`src/rtl/prog_boot_sequencer.sv`:
```
// Serial program loader: waits for a magic header on the program-UART byte stream,
// writes the payload words to memory while holding the core in reset, then releases it.
module prog_boot_sequencer #(
    parameter logic [31:0] MAGIC       = 32'h5352_4543,
    parameter int unsigned TIMEOUT_CYC = 1_000_000,
    parameter int unsigned MAX_WORDS   = 65536
) (
    input  logic        clk_i,
    input  logic        rst_i,
    input  logic        rx_valid_i,
    input  logic [7:0]  rx_data_i,
    output logic        mem_req_o,
    output logic [31:0] mem_addr_o,
    output logic [31:0] mem_wdata_o,
    output logic [3:0]  mem_wstrb_o,
    input  logic        mem_gnt_i,
    output logic        core_rst_o,
    output logic        prog_mode_o,
    output logic        done_o,
    output logic        err_o
);

    typedef enum logic [2:0] {IDLE, HDR, DATA, WRITE, CSUM, DONE, ERR} state_t;

    state_t      state, state_n;
    logic [1:0]  m, m_n;
    logic [2:0]  hdr_cnt, hdr_cnt_n;
    logic [55:0] hdr, hdr_n;
    logic [1:0]  byte_cnt, byte_cnt_n;
    logic [31:0] addr, addr_n;
    logic [31:0] remaining, remaining_n;
    logic [31:0] wdata, wdata_n;
    logic [7:0]  csum, csum_n;
    logic [31:0] idle_cnt, idle_n;
    logic        skid_valid, skid_valid_n;
    logic [7:0]  skid_data, skid_data_n;

    logic [7:0]  magic_byte;
    logic [63:0] next_hdr;
    logic        take_valid;
    logic [7:0]  take_byte;

    always_ff @(posedge clk_i or posedge rst_i) begin
        if (rst_i) begin
            state      <= IDLE;
            m          <= '0;
            hdr_cnt    <= '0;
            hdr        <= '0;
            byte_cnt   <= '0;
            addr       <= '0;
            remaining  <= '0;
            wdata      <= '0;
            csum       <= '0;
            idle_cnt   <= '0;
            skid_valid <= 1'b0;
            skid_data  <= '0;
        end else begin
            state      <= state_n;
            m          <= m_n;
            hdr_cnt    <= hdr_cnt_n;
            hdr        <= hdr_n;
            byte_cnt   <= byte_cnt_n;
            addr       <= addr_n;
            remaining  <= remaining_n;
            wdata      <= wdata_n;
            csum       <= csum_n;
            idle_cnt   <= idle_n;
            skid_valid <= skid_valid_n;
            skid_data  <= skid_data_n;
        end
    end

    always_comb begin
        state_n      = state;
        m_n          = m;
        hdr_cnt_n    = hdr_cnt;
        hdr_n        = hdr;
        byte_cnt_n   = byte_cnt;
        addr_n       = addr;
        remaining_n  = remaining;
        wdata_n      = wdata;
        csum_n       = csum;
        idle_n       = idle_cnt;
        skid_valid_n = skid_valid;
        skid_data_n  = skid_data;
        magic_byte   = MAGIC[{m, 3'b000} +: 8];
        next_hdr     = {rx_data_i, hdr};
        take_valid   = skid_valid | rx_valid_i;
        take_byte    = skid_valid ? skid_data : rx_data_i;

        if (rx_valid_i)
            idle_n = '0;
        else if (state inside {HDR, DATA, CSUM})
            idle_n = idle_cnt + 32'd1;

        case (state)
            IDLE, ERR: begin
                if (rx_valid_i) begin
                    if (rx_data_i == magic_byte) begin
                        if (m == 2'd3) begin
                            state_n      = HDR;
                            m_n          = '0;
                            hdr_cnt_n    = '0;
                            byte_cnt_n   = '0;
                            csum_n       = '0;
                            skid_valid_n = 1'b0;
                        end else begin
                            m_n = m + 2'd1;
                        end
                    end else begin
                        m_n = (rx_data_i == MAGIC[7:0]) ? 2'd1 : 2'd0;
                    end
                end
            end
            HDR: begin
                if (rx_valid_i) begin
                    hdr_n     = next_hdr[63:8];
                    hdr_cnt_n = hdr_cnt + 3'd1;
                    if (hdr_cnt == 3'd7) begin
                        if (next_hdr[1:0] != 2'b00 || next_hdr[63:32] > MAX_WORDS)
                            state_n = ERR;
                        else if (next_hdr[63:32] == 32'd0)
                            state_n = CSUM;
                        else begin
                            state_n     = DATA;
                            addr_n      = next_hdr[31:0];
                            remaining_n = next_hdr[63:32];
                        end
                    end
                end
            end
            DATA: begin
                if (rx_valid_i) begin
                    wdata_n    = {rx_data_i, wdata[31:8]};
                    csum_n     = csum ^ rx_data_i;
                    byte_cnt_n = byte_cnt + 2'd1;
                    if (byte_cnt == 2'd3)
                        state_n = WRITE;
                end
            end
            WRITE: begin
                // A byte landing in the grant cycle goes through the skid path and is consumed at once.
                if (rx_valid_i && skid_valid) begin
                    state_n = ERR;
                end else begin
                    if (rx_valid_i) begin
                        skid_valid_n = 1'b1;
                        skid_data_n  = rx_data_i;
                    end
                    if (mem_gnt_i) begin
                        addr_n       = addr + 32'd4;
                        remaining_n  = remaining - 32'd1;
                        skid_valid_n = 1'b0;
                        if (remaining != 32'd1) begin
                            state_n = DATA;
                            if (take_valid) begin
                                wdata_n    = {take_byte, wdata[31:8]};
                                csum_n     = csum ^ take_byte;
                                byte_cnt_n = 2'd1;
                                idle_n     = '0;
                            end
                        end else if (take_valid) begin
                            state_n = (take_byte == csum) ? DONE : ERR;
                        end else begin
                            state_n = CSUM;
                        end
                    end
                end
            end
            CSUM: begin
                if (rx_valid_i)
                    state_n = (rx_data_i == csum) ? DONE : ERR;
            end
            DONE: state_n = IDLE;
            default: state_n = IDLE;
        endcase

        if (state inside {HDR, DATA, CSUM} && !rx_valid_i && idle_cnt == TIMEOUT_CYC - 1)
            state_n = ERR;
        if (!(state inside {IDLE, ERR}))
            m_n = '0;
    end

    assign mem_req_o   = (state == WRITE);
    assign mem_addr_o  = addr;
    assign mem_wdata_o = wdata;
    assign mem_wstrb_o = {4{mem_req_o}};
    assign core_rst_o  = state inside {HDR, DATA, WRITE, CSUM, ERR};
    assign prog_mode_o = state inside {HDR, DATA, WRITE, CSUM};
    assign done_o      = (state == DONE);
    assign err_o       = (state == ERR);

endmodule

```
`config.mk`:
```
export PLATFORM = sky130hd
export DESIGN_NAME = prog_boot_sequencer
export DESIGN_NICKNAME = d
export VERILOG_FILES = /design/src/rtl/prog_boot_sequencer.sv
export SDC_FILE = /design/constraint.sdc
export NUM_CORES = 1
export LEC_CHECK = 0
export ABC_AREA = 0
export CELL_PAD_IN_SITES_DETAIL_PLACEMENT = 0
export CELL_PAD_IN_SITES_GLOBAL_PLACEMENT = 2
export CORE_ASPECT_RATIO = 0.6
export CORE_MARGIN = 5
export CORE_UTILIZATION = 38
export DETAILED_ROUTE_END_ITERATION = 8
export PLACE_DENSITY = 0.81
export RECOVER_POWER = 50
export SKIP_CTS_REPAIR_TIMING = 1
export SLEW_MARGIN = 0
export SYNTH_ARGS = -nofsm -noshare
export SYNTH_HDL_FRONTEND = slang
export SYNTH_SLANG_ARGS = --single-unit
```
`constraint.sdc`:
```
create_clock -name clk_i -period 10.3 [get_ports clk_i]
set_input_delay 2.06 -clock clk_i [delete_from_list [all_inputs] [get_ports clk_i]]
set_output_delay 2.06 -clock clk_i [all_outputs]
set_load 0.03 [all_outputs]
```
==> report_table.html, run 1 <==
<table>
<tr><th>Metric</th><th>Value</th></tr>
<tr><th colspan="2">Run status</th></tr>
<tr><td>Run status</td><td>complete, but fails checks</td></tr>
<tr><td>Violations in the final reports</td><td>capacitance limit, slew limit</td></tr>
<tr><th colspan="2">Timing</th></tr>
<tr><td>Maximum clock skew at final layout</td><td>around 0.012 ns</td></tr>
<tr><td>Count of final max-slew check failures</td><td>~100</td></tr>
<tr><td>Period utilization</td><td>50.5%</td></tr>
<tr><td>Highest clock frequency the design can meet</td><td>0.192 GHz</td></tr>
<tr><td>Slew @ Worst Pin</td><td>approximately 3.2 ns</td></tr>
<tr><td>Setup TNS</td><td>0 ns</td></tr>
<tr><td>Final critical-path required period</td><td>between 5 and 6 ns</td></tr>
<tr><td>Final Hold Vio Count</td><td>0</td></tr>
<tr><td>Worst slack on hold paths</td><td>0.480 ns</td></tr>
<tr><td>Final WS setup</td><td>just over 5 ns</td></tr>
<tr><td>Final setup fails</td><td>0</td></tr>
<tr><td>Remaining max-slew budget at the tightest pin</td><td>-116%</td></tr>
<tr><td>Unrepaired setup endpoints after global routing</td><td>false</td></tr>
<tr><th colspan="2">Place</th></tr>
<tr><td>Number of port buffers</td><td>84</td></tr>
<tr><td>Worst slack at placement</td><td>4.67 ns</td></tr>
<tr><td>Detailed placement HPWL</td><td>roughly 20000 um</td></tr>
<tr><td>Dpl cell area</td><td>~0.012 mm2</td></tr>
<tr><td>Placed insts</td><td>1528</td></tr>
<tr><td>Routability-driven placement congestion ratio</td><td>0.744</td></tr>
<tr><th colspan="2">Clocking</th></tr>
<tr><td>Clock tree root buffer cell</td><td>clkbuf_16</td></tr>
<tr><td>TritonCTS clock tree</td><td>done</td></tr>
<tr><td>Clock input transition at the sequential cells of the worst setup and hold paths</td><td>roughly 0.070 ns</td></tr>
<tr><td>Number of H-tree branching levels</td><td>1</td></tr>
<tr><td>Number of buffers on the longest clock path</td><td>3</td></tr>
<tr><td>Insertion delay to the later sink of the worst-skew pair</td><td>0.52 ns</td></tr>
<tr><td>CTS Buf Count</td><td>23</td></tr>
<tr><td>Clock sinks</td><td>211</td></tr>
<tr><th colspan="2">Critical path</th></tr>
<tr><td>Slowest cell on crit path</td><td>dlygate4sd3_1</td></tr>
<tr><td>Cell-by-cell listing of the critical path</td><td>dlygate4sd3_1, and3_2, buf_4, and2_1, a31o_2, buf_4, o21ai_0, a22oi_1</td></tr>
<tr><td>Reg2Reg Launch Point</td><td>state[2]</td></tr>
<tr><td>Kind of end point of the critical path</td><td>register</td></tr>
<tr><td>WP data arrival</td><td>5.63 ns</td></tr>
<tr><td>Buffers and inverters on the worst path</td><td>3</td></tr>
<tr><td>Delay contributed by the slowest stage of the critical path</td><td>0.99 ns</td></tr>
<tr><td>CP Data Required Time</td><td>10.73 ns</td></tr>
<tr><td>Critical Path Start Type</td><td>primary input</td></tr>
<tr><td>Max Fanout on Critical Path</td><td>84</td></tr>
<tr><td>Most numerous cell on the critical path</td><td>buf_4</td></tr>
<tr><td>Type of the worst setup path</td><td>primary input to register</td></tr>
<tr><td>Top cell family by delay on the critical path</td><td>buffers and inverters</td></tr>
<tr><td>CP Launch Point</td><td>rx_valid_i</td></tr>
<tr><th colspan="2">Cells and area</th></tr>
<tr><td>Post-layout net count</td><td>1176</td></tr>
<tr><td>Non-filler cells in the finished layout</td><td>1568</td></tr>
<tr><td>Number of diodes</td><td>0</td></tr>
<tr><td>Area growth from synthesis to final layout</td><td>14.8%</td></tr>
<tr><td>Area of all placed cells without fillers</td><td>between 0.01 and 0.015 mm2</td></tr>
<tr><td>Fraction of layout cells with a size suffix above 1</td><td>a little over an eighth</td></tr>
<tr><td>Utilization after layout</td><td>44.7%</td></tr>
<tr><th colspan="2">Detailed routing</th></tr>
<tr><td>Routed wirelength normalized by instance count</td><td>19.2 um</td></tr>
<tr><td>Post-DR vias/cell</td><td>~5.6</td></tr>
<tr><td>Initial DRC Count</td><td>746</td></tr>
<tr><td>ANT nets after route</td><td>0</td></tr>
<tr><td>Drt pass-1 iters</td><td>5</td></tr>
<tr><td>DRC violation count after routing</td><td>0</td></tr>
<tr><td>Vias after detailed routing</td><td>between 8000 and 9000</td></tr>
<tr><td>Final wirelength</td><td>between 30000 and 40000 um</td></tr>
<tr><th colspan="2">Global routing</th></tr>
<tr><td>Via count of the first global-routing pass</td><td>approximately 8300</td></tr>
<tr><td>Sum of overflow across all layers after global routing</td><td>0</td></tr>
<tr><td>Total global-route track usage</td><td>a little under a fifth</td></tr>
<tr><td>Wire length of the first global-routing pass</td><td>49000 um</td></tr>
<tr><td>Largest net degree at the start of global routing</td><td>85</td></tr>
<tr><td>Antenna violations before repair</td><td>0</td></tr>
<tr><th colspan="2">Synthesis</th></tr>
<tr><td>Register area share after synthesis</td><td>46.8%</td></tr>
<tr><td>Cell with the most instances after synthesis</td><td>dfrtp_1</td></tr>
<tr><td>EDFF count, synth</td><td>0</td></tr>
<tr><td>Area leader, netlist</td><td>dfrtp_1</td></tr>
<tr><td>Leading post-synthesis cells by cell area</td><td>dfrtp_1 47%, mux2_2 7.2%, a21oi_1 4.6%</td></tr>
<tr><td>Cell area after synthesis</td><td>0.0113 mm2</td></tr>
<tr><td>Synth top area share</td><td>46.8%</td></tr>
<tr><td>Ys flop type</td><td>dfrtp_1</td></tr>
<tr><td>Number of storage elements in the synthesis netlist</td><td>~210</td></tr>
<tr><td>Synth Warn #</td><td>0</td></tr>
<tr><td>Cell count after synthesis</td><td>1126</td></tr>
<tr><td>Mean instance size in the synthesized netlist</td><td>10.0 um2</td></tr>
<tr><td>Share of async-settable or async-resettable flops after synthesis</td><td>100%</td></tr>
<tr><td>Distinct cell type count after synthesis</td><td>76</td></tr>
<tr><td>Synth cell count leaders</td><td>211 x dfrtp_1, 104 x a21oi_1, 91 x nand2_1, 72 x mux2_2, 71 x nor2_1</td></tr>
<tr><td>Post-synthesis net count</td><td>1149</td></tr>
<tr><th colspan="2">Pwr</th></tr>
<tr><td>Max VDD drop</td><td>128 uV</td></tr>
<tr><td>Total power per unit cell area</td><td>339 mW/mm2</td></tr>
<tr><td>Leakage dissipation</td><td>5.19 nW</td></tr>
<tr><td>Final Total Pwr</td><td>4.39 mW</td></tr>
<tr><th colspan="2">Run</th></tr>
<tr><td>Count of maximum capacitance violations</td><td>2</td></tr>
<tr><th colspan="2">Die</th></tr>
<tr><td>Top-Level Pins</td><td>85</td></tr>
<tr><td>Width of the chip</td><td>233 um</td></tr>
<tr><td>Core area</td><td>0.0290 mm2</td></tr>
<tr><td>Die Outline Area</td><td>between 0.03 and 0.04 mm2</td></tr>
<tr><td>FP Rows</td><td>48</td></tr>
<tr><td>Die height</td><td>144 um</td></tr>
<tr><td>Effective utilization at floorplan</td><td>38.9%</td></tr>
<tr><th colspan="2">Hold path</th></tr>
<tr><td>Worst min-delay path class</td><td>register to register</td></tr>
<tr><td>Hold path startpoint</td><td>mem_addr_o[0]</td></tr>
</table>
## flip-flops by register name (all words and copies together), names as in the netlist
| register | cells |
|---|---|
| byte_cnt | 2 |
| csum | 8 |
| hdr | 56 |
| hdr_cnt | 3 |
| idle_cnt | 32 |
| m | 2 |
| mem_addr_o | 32 |
| mem_wdata_o | 32 |
| remaining | 32 |
| skid_data | 8 |
| skid_valid | 1 |
| state | 3 |
## final cells by class
| type | instances | area [um2] |
|---|---|---|
| repair buffers | 94 | 916 |
| clock inverters | 10 | 138 |
| well taps | 400 | 500 |
| inverters | 17 | 67.6 |
| fillers | 2786 | 16000 |
| multi-input cells | 806 | 5420 |
| clock buffers | 30 | 652 |
| flip-flops and latches | 211 | 5280 |
## where the power goes
| part | total [mW] | internal (mW) | switching [mW] |
|---|---|---|---|
| clock network | 0.874 | 0.522 | 0.353 |
| registers | 1.60 | 1.17 | 0.427 |
| logic | 1.92 | 0.791 | 1.13 |
| total | 4.39 | 2.49 | 1.91 |
## routing by layer
layer | global-route usage [%] | vias to the layer above | wire length [um]
met3 | 3.34 | 28 | 1430
met1 | 30.9 | 4389 | 16900
met4 | 2.86 | 0 | 365
met2 | 23.6 | 182 | 11400
li1 | - | 4161 | -
met5 | 0 | - | 0
## cell usage in the layout, fill, tap and decap left out, types with 17 or more instances in the layout
cell type        netlist  layout
dfrtp_1              211     211
a21oi_1              104     104
nand2_1               91      91
mux2_2                72      72
nor2_1                71      71
o21ai_0               68      68
dlygate4sd3_1          0      51
nand3_1               44      44
clkdlybuf4s50_1        0      33
xnor2_1               25      25
nand4_1               23      23
clkbuf_16              0      23
xor2_1                21      21
nor4_1                20      20
nor3_1                18      18
or3_1                 18      18
mux2_1                17      17
## cells by family after synthesis
group           after synthesis  share of synthesized area, %
mux                         104                          10.2
buf+inv                     109                          5.28
simple gates                368                          18.0
flops                       211                          46.8
compound gates              277                          15.0
fa+ha+maj                    11                          1.22
xor+xnor                     46                          3.57
## path summary, 6_finish.rpt
path,slack [ns],to,depth (start not counted)
min,0.48,mem_addr_o[0],1
max in group asynchronous,5.27,mem_addr_o[5],3
min reg2reg,0.48,mem_addr_o[0],1
max,5.10,remaining[22],8
min in group asynchronous,2.91,idle_cnt[26],2
max reg2reg,6.61,remaining[22],10
## worst register-to-register path: stages, from the launching register on
cell,delay (ns)
dfrtp_1,0.55
nor2b_1,0.37
nand2_1,0.09
buf_4,0.29
inv_4,0.40
nand2_1,0.16
nor2_1,0.39
a31o_2,0.18
buf_4,0.69
o21ai_0,0.27
a22oi_1,0.22
Note: power is estimated with default switching activity, not from simulation.
==> inputs of run 2 (changes only) <==
--- a/config.mk
+++ b/config.mk
@@ -10,9 +10,9 @@
 export CELL_PAD_IN_SITES_GLOBAL_PLACEMENT = 2
 export CORE_ASPECT_RATIO = 0.6
 export CORE_MARGIN = 5
-export CORE_UTILIZATION = 38
+export CORE_UTILIZATION = 35
 export DETAILED_ROUTE_END_ITERATION = 8
-export PLACE_DENSITY = 0.81
+export PLACE_DENSITY = 0.78
 export RECOVER_POWER = 50
 export SKIP_CTS_REPAIR_TIMING = 1
 export SLEW_MARGIN = 0
==> constraint.sdc (replaced) <==
create_clock -name clk_i -period 4.6 [get_ports clk_i]
set_input_delay 0.92 -clock clk_i [delete_from_list [all_inputs] [get_ports clk_i]]
set_output_delay 0.92 -clock clk_i [all_outputs]
set_load 0.03 [all_outputs]
==> report_table.html, run 2 (synthesis gave the netlist of run 1 again) <==
<table>
<tr><th>Metric</th><th>Value</th></tr>
<tr><th colspan="2">Critical path</th></tr>
<tr><td>Top cell family by delay on the critical path</td><td>buffers and inverters</td></tr>
<tr><td>Type of the worst setup path</td><td>register to output port</td></tr>
<tr><td>Slowest cell on crit path</td><td>clkdlybuf4s50_1</td></tr>
<tr><td>WP data arrival</td><td>2.62 ns</td></tr>
<tr><td>Critical Path Start Type</td><td>register</td></tr>
<tr><td>Max Fanout on Critical Path</td><td>26</td></tr>
<tr><td>Buffers and inverters on the worst path</td><td>2</td></tr>
<tr><td>CP Data Required Time</td><td>3.68 ns</td></tr>
<tr><td>Delay contributed by the slowest stage of the critical path</td><td>0.73 ns</td></tr>
<tr><td>Cell-by-cell listing of the critical path</td><td>nor2b_1, nand2_1, inv_4, clkdlybuf4s50_1</td></tr>
<tr><td>Kind of end point of the critical path</td><td>output port</td></tr>
<tr><th colspan="2">Hold path</th></tr>
<tr><td>Worst min-delay path class</td><td>register to register</td></tr>
<tr><th colspan="2">Clocking</th></tr>
<tr><td>CTS Buf Count</td><td>22</td></tr>
<tr><td>Clock sinks</td><td>211</td></tr>
<tr><td>TritonCTS clock tree</td><td>done</td></tr>
<tr><td>Clock input transition at the sequential cells of the worst setup and hold paths</td><td>0.06 ns</td></tr>
<tr><td>Number of H-tree branching levels</td><td>1</td></tr>
<tr><td>Insertion delay to the later sink of the worst-skew pair</td><td>0.52 ns</td></tr>
<tr><td>Clock tree root buffer cell</td><td>clkbuf_16</td></tr>
<tr><td>Number of buffers on the longest clock path</td><td>3</td></tr>
<tr><th colspan="2">Die</th></tr>
<tr><td>Width of the chip</td><td>roughly 240 um</td></tr>
<tr><td>FP Rows</td><td>50</td></tr>
<tr><td>Die height</td><td>149 um</td></tr>
<tr><td>Die Outline Area</td><td>between 0.03 and 0.04 mm2</td></tr>
<tr><td>Top-Level Pins</td><td>85</td></tr>
<tr><td>Effective utilization at floorplan</td><td>35.8%</td></tr>
<tr><td>Core area</td><td>about 0.032 mm2</td></tr>
<tr><th colspan="2">Pwr</th></tr>
<tr><td>Internal portion of total power</td><td>5.63 mW</td></tr>
<tr><td>Share of power burned in registers</td><td>36.1%</td></tr>
<tr><td>Leakage dissipation</td><td>5.20 nW</td></tr>
<tr><td>Logic pwr share</td><td>44.2%</td></tr>
<tr><td>Switching power</td><td>4.22 mW</td></tr>
<tr><td>Max VDD drop</td><td>just over 300 uV</td></tr>
<tr><td>Total power per unit cell area</td><td>approximately 760 mW/mm2</td></tr>
<tr><td>Switch share</td><td>42.8%</td></tr>
<tr><td>Relative contribution of the clock network to total power</td><td>19.7%</td></tr>
<tr><th colspan="2">Place</th></tr>
<tr><td>Detailed placement HPWL</td><td>around 20000 um</td></tr>
<tr><td>Number of port buffers</td><td>84</td></tr>
<tr><td>Placed insts</td><td>around 1500</td></tr>
<tr><td>Worst slack at placement</td><td>1.07 ns</td></tr>
<tr><td>Dpl cell area</td><td>0.0123 mm2</td></tr>
<tr><td>Routability-driven placement congestion ratio</td><td>0.761</td></tr>
<tr><th colspan="2">Cells and area</th></tr>
<tr><td>Post-layout net count</td><td>1179</td></tr>
<tr><td>Utilization after layout</td><td>41.3%</td></tr>
<tr><td>Top reg by flops</td><td>hdr</td></tr>
<tr><td>Max FFs per register</td><td>56</td></tr>
<tr><td>Fraction of layout cells with a size suffix above 1</td><td>13.5%</td></tr>
<tr><td>Most frequent standard cell in the layout excluding fill and tap cells</td><td>dfrtp_1</td></tr>
<tr><td>Area of all placed cells without fillers</td><td>0.0130 mm2</td></tr>
<tr><td>Non-filler cells in the finished layout</td><td>1588</td></tr>
<tr><td>Area growth from synthesis to final layout</td><td>15.3%</td></tr>
<tr><td>Number of diodes</td><td>0</td></tr>
<tr><td>Leading cell types in the layout, fill and taps excluded</td><td>211 x dfrtp_1, 104 x a21oi_1, 91 x nand2_1</td></tr>
<tr><th colspan="2">Global routing</th></tr>
<tr><td>Met3 routing resource usage after global routing</td><td>~3.3%</td></tr>
<tr><td>GR Layer Usage met1</td><td>27.5%</td></tr>
<tr><td>Sum of overflow across all layers after global routing</td><td>0</td></tr>
<tr><td>Via count of the first global-routing pass</td><td>8208</td></tr>
<tr><td>Met2 Resource Use GR</td><td>20.9%</td></tr>
<tr><td>Antenna violations before repair</td><td>0</td></tr>
<tr><td>Total global-route track usage</td><td>16.3%</td></tr>
<tr><td>Wire length of the first global-routing pass</td><td>48400 um</td></tr>
<tr><td>Peak-usage layer in the global routing report</td><td>met1</td></tr>
<tr><td>Largest net degree at the start of global routing</td><td>~100</td></tr>
<tr><th colspan="2">Detailed routing</th></tr>
<tr><td>Drt pass-1 iters</td><td>7</td></tr>
<tr><td>Initial DRC Count</td><td>639</td></tr>
<tr><td>Routed wirelength normalized by instance count</td><td>18.8 um</td></tr>
<tr><td>Post-DR vias/cell</td><td>5.43</td></tr>
<tr><td>DRC violation count after routing</td><td>0</td></tr>
<tr><td>Final wirelength</td><td>29800 um</td></tr>
<tr><td>Vias after detailed routing</td><td>8622</td></tr>
<tr><td>ANT nets after route</td><td>0</td></tr>
<tr><th colspan="2">Timing</th></tr>
<tr><td>Final WS setup</td><td>1.06 ns</td></tr>
<tr><td>Unrepaired setup endpoints after global routing</td><td>false</td></tr>
<tr><td>Final setup fails</td><td>0</td></tr>
<tr><td>Final critical-path required period</td><td>3.54 ns</td></tr>
<tr><td>Highest clock frequency the design can meet</td><td>0.282 GHz</td></tr>
<tr><td>Remaining max-slew budget at the tightest pin</td><td>-6.64%</td></tr>
<tr><td>Period utilization</td><td>77.1%</td></tr>
<tr><td>Final Hold Vio Count</td><td>0</td></tr>
<tr><td>Count of final max-slew check failures</td><td>94</td></tr>
<tr><td>Maximum clock skew at final layout</td><td>0.00735 ns</td></tr>
<tr><td>Setup TNS</td><td>0 ns</td></tr>
<tr><td>Slew @ Worst Pin</td><td>1.60 ns</td></tr>
<tr><th colspan="2">Run</th></tr>
<tr><td>Count of maximum capacitance violations</td><td>2</td></tr>
<tr><th colspan="2">Run status</th></tr>
<tr><td>Violations in the final reports</td><td>capacitance limit, slew limit</td></tr>
<tr><td>Run status</td><td>complete, but fails checks</td></tr>
</table>
## run 2: final cells by class
class	instances	area, um2
clock inverters	5	100
fillers	3073	18500
inverters	17	67.6
repair buffers	98	965
multi-input cells	806	5400
clock buffers	35	681
flip-flops and latches	211	5280
well taps	416	520
## run 2: final timing paths
check | from | endpoint | slack (ns) | depth (start not counted)
setup / recovery | state[2] | mem_wstrb_o[0] | 1.06 | 4
hold / removal | mem_addr_o[1] | mem_addr_o[1] | 0.47 | 1
setup reg to reg | remaining[0] | remaining[31] | 1.54 | 6
hold reg to reg | mem_addr_o[1] | mem_addr_o[1] | 0.47 | 1
max in group asynchronous | rst_i | mem_wdata_o[21] | 1.57 | 3
min in group asynchronous | rst_i | idle_cnt[23] | 1.02 | 2
## run 2: layer usage
layer,wire length [um],up-vias
met4,453,0
li1,-,4137
met5,0,-
met2,11400,211
met3,1700,28
met1,16300,4246
## run 2: worst reg2reg max path: stages (launching register included)
cell	delay, ns
dfrtp_1	0.42
nor4_1	0.73
nand4_1	0.55
nor4_1	0.85
a21oi_1	0.15
o21ai_0	0.16
o21ai_1	0.09
## run 2: power by group through the flow
stage	clock network (mW)	registers (mW)	logic, mW
floorplan	0	3.53	3.12
global placement	0	3.57	4.34
detailed placement	0	3.58	4.40
CTS	2.01	3.56	4.43
global route	2.08	3.69	4.77
finish	1.94	3.56	4.36
## run 2: per-stage QoR
step                      hold WS, ns  power (mW)
after global routing            0.514        10.5
after CTS                       0.487        9.99
final                           0.474        9.85
after detailed placement        0.474        7.99
after global placement          0.458        7.91
after floorplan                 0.439        6.65
